File: config.mk
export PLATFORM = sky130hd
export DESIGN_NAME = uart_tx_arbiter_flat
export DESIGN_NICKNAME = d
export VERILOG_FILES = /design/src/rtl/uart_tx_arbiter_if.sv /design/src/rtl/uart_tx_arbiter.sv /design/src/flat_wrapper.sv
export SDC_FILE = /design/constraint.sdc
export NUM_CORES = 1
export LEC_CHECK = 0
export CORE_MARGIN = 2
export CORE_UTILIZATION = 42
export CTS_CLUSTER_DIAMETER = 80
export DETAILED_ROUTE_END_ITERATION = 16
export MAX_ROUTING_LAYER = met4
export PLACE_DENSITY = 0.77
export SLEW_MARGIN = 20
export SYNTH_ARGS = -nofsm -noshare
export SYNTH_HDL_FRONTEND = slang
export SYNTH_SLANG_ARGS = --single-unit
File: constraint.sdc
create_clock -name clk -period 2.4 [get_ports clk]
set_input_delay 0.24 -clock clk [delete_from_list [all_inputs] [get_ports clk]]
set_output_delay 0.24 -clock clk [all_outputs]
set_load 0.005 [all_outputs]
File: src/rtl/uart_tx_arbiter_if.sv
// Requester and UART transmit-path bundle for uart_tx_arbiter.
// Requesters and the UART stub drive the master side; the arbiter is the slave.
interface uart_tx_arbiter_if #(
    parameter int NUM_REQ = 4
);
    logic [NUM_REQ-1:0]   req_valid;
    logic [8*NUM_REQ-1:0] req_data;
    logic [NUM_REQ-1:0]   req_last;
    logic [NUM_REQ-1:0]   req_ready;
    logic                 uart_tx_start;
    logic [31:0]          uart_tx_data;
    logic                 uart_tx_done;

    modport master (
        output req_valid, req_data, req_last, uart_tx_done,
        input  req_ready, uart_tx_start, uart_tx_data
    );

    modport slave (
        input  req_valid, req_data, req_last, uart_tx_done,
        output req_ready, uart_tx_start, uart_tx_data
    );
endinterface

File: src/rtl/uart_tx_arbiter.sv
// Round-robin arbiter sharing the UART transmit path between byte requesters.
// A requester keeps the grant until its last byte is sent; each byte is watchdog-guarded.
module uart_tx_arbiter #(
    parameter int NUM_REQ        = 4,
    parameter int TIMEOUT_CYCLES = 8192
) (
    input  logic               clk,
    input  logic               rst_n,
    uart_tx_arbiter_if.slave   bus,
    output logic               busy,
    output logic [NUM_REQ-1:0] cur_grant,
    output logic               timeout_err
);
    localparam int PW = (NUM_REQ > 1) ? $clog2(NUM_REQ) : 1;
    localparam int WW = $clog2(TIMEOUT_CYCLES);
    localparam logic [WW-1:0] WD_LAST = WW'(TIMEOUT_CYCLES - 1);

    typedef enum logic [1:0] {IDLE, SEND, GAP} state_t;

    state_t             state;
    logic [PW-1:0]      rr_ptr;
    logic [PW-1:0]      win_q;
    logic               lock;
    logic               last_q;
    logic [WW-1:0]      wdog;

    logic               found;
    logic [PW-1:0]      pick;
    logic [PW-1:0]      cand;
    logic [PW-1:0]      nxt_ptr;
    logic [NUM_REQ-1:0] pick_oh;
    logic [7:0]         pick_data;
    logic               done_ok;

    // A set lock makes the locked requester the only candidate.
    always_comb begin
        found = 1'b0;
        pick  = win_q;
        cand  = '0;
        if (lock) begin
            found = bus.req_valid[win_q];
        end else begin
            for (int i = 0; i < NUM_REQ; i++) begin
                cand = PW'((int'(rr_ptr) + i) % NUM_REQ);
                if (!found && bus.req_valid[cand]) begin
                    found = 1'b1;
                    pick  = cand;
                end
            end
        end
    end

    assign pick_oh   = NUM_REQ'(1) << pick;
    assign pick_data = bus.req_data[{pick, 3'b000} +: 8];
    assign nxt_ptr   = PW'((int'(win_q) + 1) % NUM_REQ);
    // wdog is zero only in the start cycle, where done is ignored.
    assign done_ok   = bus.uart_tx_done && (wdog != '0);

    always_ff @(posedge clk or negedge rst_n) begin
        if (!rst_n) begin
            state             <= IDLE;
            rr_ptr            <= '0;
            win_q             <= '0;
            lock              <= 1'b0;
            last_q            <= 1'b0;
            wdog              <= '0;
            busy              <= 1'b0;
            cur_grant         <= '0;
            timeout_err       <= 1'b0;
            bus.req_ready     <= '0;
            bus.uart_tx_start <= 1'b0;
            bus.uart_tx_data  <= '0;
        end else begin
            bus.req_ready     <= '0;
            bus.uart_tx_start <= 1'b0;
            timeout_err       <= 1'b0;
            unique case (state)
                IDLE: begin
                    if (found) begin
                        state             <= SEND;
                        win_q             <= pick;
                        last_q            <= bus.req_last[pick];
                        cur_grant         <= pick_oh;
                        bus.uart_tx_data  <= {24'd0, pick_data};
                        bus.req_ready     <= pick_oh;
                        bus.uart_tx_start <= 1'b1;
                        wdog              <= '0;
                        busy              <= 1'b1;
                    end
                end
                SEND: begin
                    wdog <= wdog + 1'b1;
                    if (done_ok) begin
                        state <= GAP;
                        if (last_q) begin
                            lock      <= 1'b0;
                            rr_ptr    <= nxt_ptr;
                            cur_grant <= '0;
                        end else begin
                            lock <= 1'b1;
                        end
                    end else if (wdog == WD_LAST) begin
                        state       <= GAP;
                        timeout_err <= 1'b1;
                        lock        <= 1'b0;
                        rr_ptr      <= nxt_ptr;
                        cur_grant   <= '0;
                    end
                end
                GAP: begin
                    state <= IDLE;
                    busy  <= 1'b0;
                end
                default: begin
                    state <= IDLE;
                    busy  <= 1'b0;
                end
            endcase
        end
    end
endmodule

File: src/flat_wrapper.sv
// flat-port wrapper written by rule: the top's interface ports become plain ports
module uart_tx_arbiter_flat 
#(
    parameter int NUM_REQ        = 4,
    parameter int TIMEOUT_CYCLES = 8192
)
  (clk, rst_n, busy, cur_grant, timeout_err, bus_req_valid, bus_req_data, bus_req_last, bus_uart_tx_done, bus_req_ready, bus_uart_tx_start, bus_uart_tx_data);
  uart_tx_arbiter_if #(.NUM_REQ(NUM_REQ)) bus_i ();
  input  logic clk;
  input  logic rst_n;
  output logic busy;
  output logic [NUM_REQ-1:0] cur_grant;
  output logic timeout_err;
  input wire logic [$bits(bus_i.req_valid)-1:0] bus_req_valid;
  input wire logic [$bits(bus_i.req_data)-1:0] bus_req_data;
  input wire logic [$bits(bus_i.req_last)-1:0] bus_req_last;
  input wire logic [$bits(bus_i.uart_tx_done)-1:0] bus_uart_tx_done;
  output wire logic [$bits(bus_i.req_ready)-1:0] bus_req_ready;
  output wire logic [$bits(bus_i.uart_tx_start)-1:0] bus_uart_tx_start;
  output wire logic [$bits(bus_i.uart_tx_data)-1:0] bus_uart_tx_data;
  assign bus_i.req_valid = bus_req_valid;
  assign bus_i.req_data = bus_req_data;
  assign bus_i.req_last = bus_req_last;
  assign bus_i.uart_tx_done = bus_uart_tx_done;
  assign bus_req_ready = bus_i.req_ready;
  assign bus_uart_tx_start = bus_i.uart_tx_start;
  assign bus_uart_tx_data = bus_i.uart_tx_data;
  uart_tx_arbiter #(.NUM_REQ(NUM_REQ), .TIMEOUT_CYCLES(TIMEOUT_CYCLES)) u_core (.clk(clk), .rst_n(rst_n), .bus(bus_i), .busy(busy), .cur_grant(cur_grant), .timeout_err(timeout_err));
endmodule
Word level (Yosys, flattened, before mapping)
Cells that the tools add are included.
{"block": "totals", "ram_bits": 0, "latch_bits": 0, "reg_bits": 40, "n_memories": 0, "romBits": 0}
{"block": "classes", "div": 0, "muxes": 51, "add_sub_neg": 5, "multipliers": 0, "magnitude_cmp": 6, "reduce_logical": 18, "n_bitwise": 1, "n_eq_ne": 6, "shift": 2}
{"operator": "32-bit by 6-bit variable part select with 8-bit output", "count": 1}
{"operator": "13-bit case mux with 2 select lines", "count": 1}
{"operator": "4-bit two-way mux", "count": 6}
{"operator": "1-bit two-way mux", "count": 23}
{"operator": "2-bit two-way mux", "count": 11}
{"operator": "2-bit by 3-bit less-than comparator with 1-bit output (second input constant)", "count": 6}
{"operator": "13-bit by 1-bit adder with 13-bit output (second input constant)", "count": 1}
{"operator": "13-bit == test (second input constant)", "count": 1}
{"operator": "13-bit two-way mux", "count": 1}
{"operator": "13-bit nonzero test", "count": 1}
{"operator": "1-bit binary-select mux with 2-bit select", "count": 6}
{"operator": "2-bit AND reduction", "count": 5}
{"operator": "4-bit case mux with 2 select lines", "count": 1}
{"operator": "2-bit by 1-bit adder with 2-bit output (second input constant)", "count": 2}
{"operator": "2-bit adder (second input constant)", "count": 2}
{"operator": "1-bit logical AND", "count": 4}
{"operator": "2-bit by 1-bit inequality test with 1-bit output (second input constant)", "count": 2}
{"operator": "2-bit case mux with 2 select lines", "count": 1}
{"operator": "4-bit AND reduction", "count": 1}
{"operator": "2-bit nonzero test", "count": 2}
{"operator": "1-bit by 2-bit left shift with 4-bit output (first input constant)", "count": 1}
{"operator": "1-bit logical NOT", "count": 3}
{"operator": "3-bit by 1-bit inequality test with 1-bit output (second input constant)", "count": 1}
{"operator": "3-bit by 2-bit inequality test with 1-bit output (second input constant)", "count": 1}
{"operator": "5 further kinds", "count": 5}

Depth between registers and ports, before layout
{"block": "depth", "word_depth": 19, "mapped_depth": 10, "mapped_depth_nobuf": 8}

Worst setup path after synthesis
No wires, ideal clock.
{"block": "synth_timing", "kind": "register to register", "start": "register u_core.rr_ptr[0]", "end": "register u_core.bus.uart_tx_data[0]", "arrival_ns": 1.823, "path_buffers": 1, "stages_incl_launch_ff": 9, "slack_ns": 0.449, "setup_time_ns": 0.128, "required_ns": 2.272, "cell_sequence": "dfrtp_1 buf_6 nor3b_4 a32oi_1 or3_4 o21a_2 nand2_4 mux2i_1 o211ai_2"}
{"block": "synth_between", "elab_chain_len": 17, "word_cells_on_any_way": 32}
{"item": "start: declaration", "line": "uart_tx_arbiter.sv:21", "rtl": "logic [PW-1:0] rr_ptr;"}
{"item": "start signal: assignment", "line": "uart_tx_arbiter.sv:97", "rtl": "rr_ptr <= nxt_ptr;"}
{"item": "start signal: assignment", "line": "uart_tx_arbiter.sv:106", "rtl": "rr_ptr <= nxt_ptr;"}
{"item": "1-bit binary-select mux with 2-bit select", "line": "uart_tx_arbiter.sv:45", "rtl": "if (!found && bus.req_valid[cand]) begin"}
{"item": "1-bit two-way mux (implied by the code)", "line": "uart_tx_arbiter.sv:45"}
{"item": "1-bit two-way mux", "line": "uart_tx_arbiter.sv:45"}
{"item": "1-bit two-way mux", "line": "uart_tx_arbiter.sv:40", "rtl": "if (lock) begin"}
{"item": "1-bit logical NOT", "line": "uart_tx_arbiter.sv:45"}
{"item": "1-bit logical AND", "line": "uart_tx_arbiter.sv:45"}
{"item": "1-bit two-way mux", "line": "uart_tx_arbiter.sv:45"}
{"item": "1-bit two-way mux", "line": "uart_tx_arbiter.sv:40"}
{"item": "1-bit logical NOT", "line": "uart_tx_arbiter.sv:45"}
{"item": "1-bit logical AND", "line": "uart_tx_arbiter.sv:45"}
{"item": "1-bit two-way mux", "line": "uart_tx_arbiter.sv:45"}
{"item": "1-bit two-way mux", "line": "uart_tx_arbiter.sv:40"}
{"item": "1-bit logical NOT", "line": "uart_tx_arbiter.sv:45"}
{"item": "1-bit logical AND", "line": "uart_tx_arbiter.sv:45"}
{"item": "2-bit two-way mux / 1-bit two-way mux (equally long branches)", "line": "uart_tx_arbiter.sv:45"}
{"item": "2-bit two-way mux / 1-bit two-way mux (equally long branches)", "line": "uart_tx_arbiter.sv:40"}
{"item": "32-bit by 6-bit variable part select with 8-bit output / 2-bit AND reduction (equally long branches)"}
{"item": "end signal: assignment", "line": "uart_tx_arbiter.sv:84", "rtl": "bus.uart_tx_data <= {24'd0, pick_data};"}
{"item": "end: declaration", "line": "uart_tx_arbiter_if.sv:21", "rtl": "output req_ready, uart_tx_start, uart_tx_data"}
Several ways; a longest one is shown, not always the timed one. The select of a mux whose other input is x is not followed.
A chain may end at the register's enable or synchronous reset.

Worst setup path after layout
{"block": "layout_timing", "start": "register u_core.rr_ptr[0]", "end": "register u_core.bus.uart_tx_data[6]"}
The elaborated chain is that of the path after synthesis.

==> metrics.md <==
| Metric | Value |
|---|---|
| Status | `finished clean` |
| PwrDens | `1180 mW/mm2` |
| Die extent in y | `83.7 um` |
| Hold Crit Class | `input pin to async pin` |
| Worst-Margin Slew | `900 ps` |
| Initial antenna violation count | `0` |
| WP buf/inv | `0` |
| R2r setup slk | `170 ps` |
| HPWL after DPL | `5.08 mm` |
| Final period utilization | `93.0%` |
| Total global-route track usage | `19.6%` |
| Commonest cells in the netlist | `40 x dfrtp_1, 34 x o21ai_0, 33 x nand2_1` |
| Worst r2r src | `u_core.rr_ptr[0]` |
| Clock skew | `6.64 ps` |
| Vias | `2,322` |
| Core area | `0.00624 mm2` |
| CTS buffer count | `5` |
| RSZ-0062 raised after global routing | `false` |
| Area fraction of the dominant cell type after synthesis | `37.5%` |
| Post-synth top area cell | `dfrtp_1` |
| Max-slew violation count | `0` |
| Tmin final | `2230 ps` |
| GPL Wtd Cong | `0.914` |
| Synthesis-to-finish area growth | `32.2%` |
| Rows | `29` |
| Share of layout cells above drive strength 1 | `16.8%` |
| Worst path slowest cell | `dfrtp_1` |
| Mapped Cells | `287` |
| Max incr delay on CP | `540 ps` |
| Dominant cells by area after synthesis | `dfrtp_1 38%, buf_4 8.2%, o21ai_0 6.4%` |
| Post-DRT Antenna Nets | `0` |
| VDD IR-drop max | `0.774 mV` |
| WL per Instance | `15.0 um` |
| Die Width | `83.7 um` |
| FF+latch count, synth | `40` |
| Starting Density | `42.7%` |
| Avg Inst Size Synth | `9.29 um2` |
| Final instance area | `0.00353 mm2` |
| # diodes | `0` |
| H-Tree Depth | `2` |
| IO buf count | `61` |
| CP endpoint kind | `flop` |
| CTS Root Cell | `clkbuf_8` |
| Netlist Area Pre-Place | `0.00267 mm2` |
| Most frequent cell after synthesis | `dfrtp_1` |
| Layout Utilization | `56.5%` |
| Vias in the first global route | `2,274` |
| FILL cells | `556` |
| EDFF count, synth | `0` |
| CTS tree | `built` |
| Clock sinks | `40` |
| Pleak | `0.00160 uW` |
| Req. time, crit path | `2580 ps` |
| Asr flop ratio synth | `100%` |
| Worst r2r path cells | `7` |
| Global-route wire length before repair | `10.9 mm` |
| Drt total wl | `6.60 mm` |
| Register area share after synthesis | `37.5%` |
| CP Max Fanout | `13` |
| Critical path class | `flop to flop` |
| Layout Nets | `407` |
| Initial DRT Pass Iterations | `4` |
| Placement-stage cell area | `0.00340 mm2` |
| Hold Buf Count CTS | `0` |
| F_max | `448 MHz` |
| Yosys cell types | `60` |
| Bufs on Longest Clock Path | `2` |
| Ys Warns | `0` |
| Setup crit start kind | `flop` |
| Worst path cell trace | `nor3b_4 > a32oi_1 > or3_4 > o21a_2 > nand2_4 > mux2i_1 > o211ai_2` |
| Worst skew pair latency | `300 ps` |
| Die area | `0.00700 mm2` |
| Predominant post-synthesis flop cell | `dfrtp_1` |
| Slew HR | `40.0%` |
| Drt drc | `0` |
| Max-Cap Viols | `0` |
| Largest net degree at the start of global routing | `41` |
| Final Hold Violating Endpoints | `0` |
| Reg2reg end | `u_core.bus.uart_tx_data[6]` |
| Crit path max-delay family | `simple AND/OR/NAND/NOR gates` |
| Data arrival, critical path | `2410 ps` |
| IO Count | `86` |
| DRT iter0 DRCs | `109` |
| Routed vias/inst | `5.28` |
| Overflow after GRT | `0` |
| Setup-failing EPs final | `0` |
| Setup bufs post-CTS | `0` |
| Clock transition at path regs | `90 ps` |
## worst register-to-register path, cell delays in order, from the launching register on
cell      delay (ps)
dfrtp_1          540
nor3b_4          300
a32oi_1           80
or3_4            370
o21a_2           230
nand2_4          160
mux2i_1          320
o211ai_2         120
## what timing repair did
item	4_1_cts	5_1_grt
endpoints found under the setup margin	0	4
hold endpoints to repair	0	0
gates resized for setup	0	1
## stage by stage
stage	instances	hold WS [ps]	worst slack (ps)	setup TNS, ps	total power, uW
floorplan	310	-55.6	449	0	2640
global placement	432	403	-37.2	-243	3530
detailed placement	432	415	-68.2	-498	3590
CTS	440	83.7	165	0	4180
global route	440	133	43.6	0	4440
finish	440	53.9	168	0	4160
## cell usage in the layout (no fill, tap or decap), drive strengths merged, types with 4 or more instances in the layout
| master | count |
|---|---|
| nor3 | 4 |
| a32oi | 4 |
| o21ai | 39 |
| clkdlybuf4s50 | 60 |
| nand2b | 4 |
| nand3 | 10 |
| nor2b | 4 |
| a21o | 6 |
| inv | 10 |
| nand2 | 35 |
| a211o | 6 |
| buf | 25 |
| conb | 24 |
| mux2i | 12 |
| mux2 | 4 |
| nor4 | 4 |
| and3 | 5 |
| clkbuf | 5 |
| nor2 | 17 |
| dfrtp | 40 |
| o211ai | 8 |
## cell families (layout without fill, tap and decap cells)
family	after synthesis	count (layout)	synth area share, %
mux	17	17	7.46
buf+inv	49	102	11.8
xor+xnor	1	1	0.328
simple gates	96	96	20.2
fa+ha+maj	2	2	0.938
flops	40	40	37.5
other cells	1	24	0.141
compound gates	81	81	21.6
## worst max path at each step
stage / start / to / slack [ps] / depth (start not counted)
floorplan: u_core.rr_ptr[0] / u_core.bus.uart_tx_data[0] / 450 / 8
global placement: bus_req_valid[0] / u_core.bus.uart_tx_data[4] / -40 / 8
detailed placement: bus_req_valid[0] / u_core.bus.uart_tx_data[6] / -70 / 8
CTS: u_core.rr_ptr[0] / u_core.bus.uart_tx_data[6] / 160 / 7
global route: u_core.rr_ptr[0] / u_core.bus.uart_tx_data[6] / 40 / 7
finish: u_core.rr_ptr[0] / u_core.bus.uart_tx_data[6] / 170 / 7
## per-layer routing
| layer | GRT usage, % | share of wire, % | wire length, um |
|---|---|---|---|
| met3 | 4.35 | 4.6 | 303 |
| met2 | 32.6 | 50 | 3310 |
| met4 | 5.13 | 1.1 | 72 |
| met1 | 24.4 | 44 | 2910 |
| met5 | - | 0 | 0 |
## report_power, final
part / internal, uW / switching, uW
clock network: 313 / 263
logic: 1280 / 1210
registers: 896 / 208
total: 2480 / 1680
## final cells by class
cell class                      count  area [um2]  area share (%)
Tap cell                           77        96.3            2.73
Clock buffer                        5        68.8            1.95
Inverter                            9        33.8           0.958
Timing Repair Buffer               85         836            23.7
Clock inverter                      3        46.3            1.31
Multi-Input combinational cell    221        1440            41.0
Sequential cell                    40        1000            28.4
## state kept, by name, summed over array words and instances (netlist names)
| name | count |
|---|---|
| u_core.wdog | 13 |
| u_core.bus.uart_tx_data | 8 |
| u_core.bus.req_ready | 4 |
| u_core.cur_grant | 4 |
| u_core.rr_ptr | 2 |
| u_core.state | 2 |
| u_core.win_q | 2 |
| u_core.bus.uart_tx_start | 1 |
| u_core.busy | 1 |
| u_core.last_q | 1 |
| u_core.lock | 1 |
| u_core.timeout_err | 1 |
Power figures use the tool's default switching activity.
==> variant (same flow settings) <==
`TIMEOUT_CYCLES` is set to 8192 in 2 places; all go to 32768.
--- a/src/rtl/uart_tx_arbiter.sv
+++ b/src/rtl/uart_tx_arbiter.sv
@@ -3,5 +3,5 @@
 module uart_tx_arbiter #(
     parameter int NUM_REQ        = 4,
-    parameter int TIMEOUT_CYCLES = 8192
+    parameter int TIMEOUT_CYCLES = 32768
 ) (
     input  logic               clk,
--- a/src/flat_wrapper.sv
+++ b/src/flat_wrapper.sv
@@ -3,5 +3,5 @@
 #(
     parameter int NUM_REQ        = 4,
-    parameter int TIMEOUT_CYCLES = 8192
+    parameter int TIMEOUT_CYCLES = 32768
 )
   (clk, rst_n, busy, cur_grant, timeout_err, bus_req_valid, bus_req_data, bus_req_last, bus_uart_tx_done, bus_req_ready, bus_uart_tx_start, bus_uart_tx_data);
Behaviour: no difference found for any inputs over 4 cycles, from zero or initial values and one cycle with rst_n low; that may be too few to reach the edited logic, so the function may still have changed.
==> variant against the original RTL <==
- power fell by 7.4%
- critical endpoint is now u_core.bus.uart_tx_data[2]$_DFFE_PN0P_
- wire length fell by 1.8%
- synthesized area rose by 1.9%
- sequential cell count rose by 2
- hold slack improved by 0.025 ns
- final area rose by 0.25%
- setup slack got worse by 0.025 ns
- highest routed layer unchanged
- critical path depth rose by 2
==> variant: results (changes against the original RTL) <==
The fraction of the mapped netlist area in compound gates came out at 19.37% (was 21.58%). Largest registers in the final layout: u_core.wdog x15, u_core.bus.uart_tx_data x8 (was u_core.wdog x13, u_core.bus.uart_tx_data x8). The critical path class is input port to register (was register to register). The met2 track demand over resource in global routing came out at 34.42% (was 32.58%). The synthesis-to-finish area growth is 30.00% (was 32.18%).

The power in the clock group was 0.000476 W (was 0.000577 W). The placed instance count came to 443 (was 432). The half-perimeter wire length after placement was 4938 µm (was 5078 µm). The layout clock buffer count was 6 (was 5). Outcome: finished clean (unchanged). The endpoint of the worst register-to-register path is u_core.bus.uart_tx_data[2]$_DFFE_PN0P_ (was u_core.bus.uart_tx_data[6]$_DFFE_PN0P_). The critical path data arrival time was 2.46 ns (was 2.41 ns). The final weighted congestion in routability-driven placement is 0.8845 (was 0.9144).

The number of filler cells placed in the layout is 573 (was 556). The number of cells produced by synthesis is 298 (was 287). The tightest hold margin is 0.07894 ns (was 0.05388 ns). The number of sequential storage elements is 42 (was 40). The average vias per placed instance is 5.293 (was 5.277). The all-layer global routing usage came out at 19.41% (was 19.64%).

The total leakage power is 1.540 nW (was 1.602 nW). The post-placement cell area was 0.003435 mm² (was 0.003405 mm²). The sequential cell area share came out at 29.81% (was 28.39%). The logic gate share of total power is 57.8% (was 59.6%). Leading cell types by total area after synthesis: sky130_fd_sc_hd__dfrtp_1 39%, sky130_fd_sc_hd__buf_4 7.2%, sky130_fd_sc_hd__mux2i_1 7.0%, sky130_fd_sc_hd__o21ai_0 5.0%, sky130_fd_sc_hd__nor2_1 3.9% (was sky130_fd_sc_hd__dfrtp_1 38%, sky130_fd_sc_hd__buf_4 8.2%, sky130_fd_sc_hd__o21ai_0 6.4%, sky130_fd_sc_hd__nand2_1 4.6%, sky130_fd_sc_hd__mux2i_1 4.5%). The multiplexer share of the synthesized area was 8.790% (was 7.458%). The placement-stage worst setup slack was -0.1851 ns (was -0.06823 ns). The clock network area share is 2.690% (was 3.265%). The number of inverters outside the clock class in the layout came out at 14 (was 9). The met2 routed wirelength came out at 3443 µm (was 3312 µm).

The layout cell share with drive strength beyond 1 came to 13.90% (was 16.80%). The multi-input combinational cell count is 220 (was 221). The cell count of the worst reg-to-reg path was 8 (was 7).
## variant: cell types whose count changed after synthesis, sizes merged, moves of 6 or more
| cell | delta |
|---|---|
| a211o | -6 |
| a221oi | +9 |
| mux2i | +7 |
| nand2 | -17 |
| nor2 | +11 |
| o211ai | -8 |
| o21ai | -9 |
## variant: worst max-delay path, stage by stage
cell and delay, ns:
sky130_fd_sc_hd__clkdlybuf4s50_1 0.47, sky130_fd_sc_hd__buf_4 0.19, sky130_fd_sc_hd__and4b_1 0.20, sky130_fd_sc_hd__o21ai_1 0.17, sky130_fd_sc_hd__nand3_1 0.11, sky130_fd_sc_hd__or3b_1 0.40, sky130_fd_sc_hd__and4_1 0.22, sky130_fd_sc_hd__buf_4 0.19
sky130_fd_sc_hd__a221oi_2 0.26
## variant: what timing repair did
item | 4_1_cts | 5_1_grt
hold buffers | 0 | 0
gates resized for setup | 0 | 3
endpoints found under the setup margin | 0 | 10
hold endpoints to repair | 0 | 0
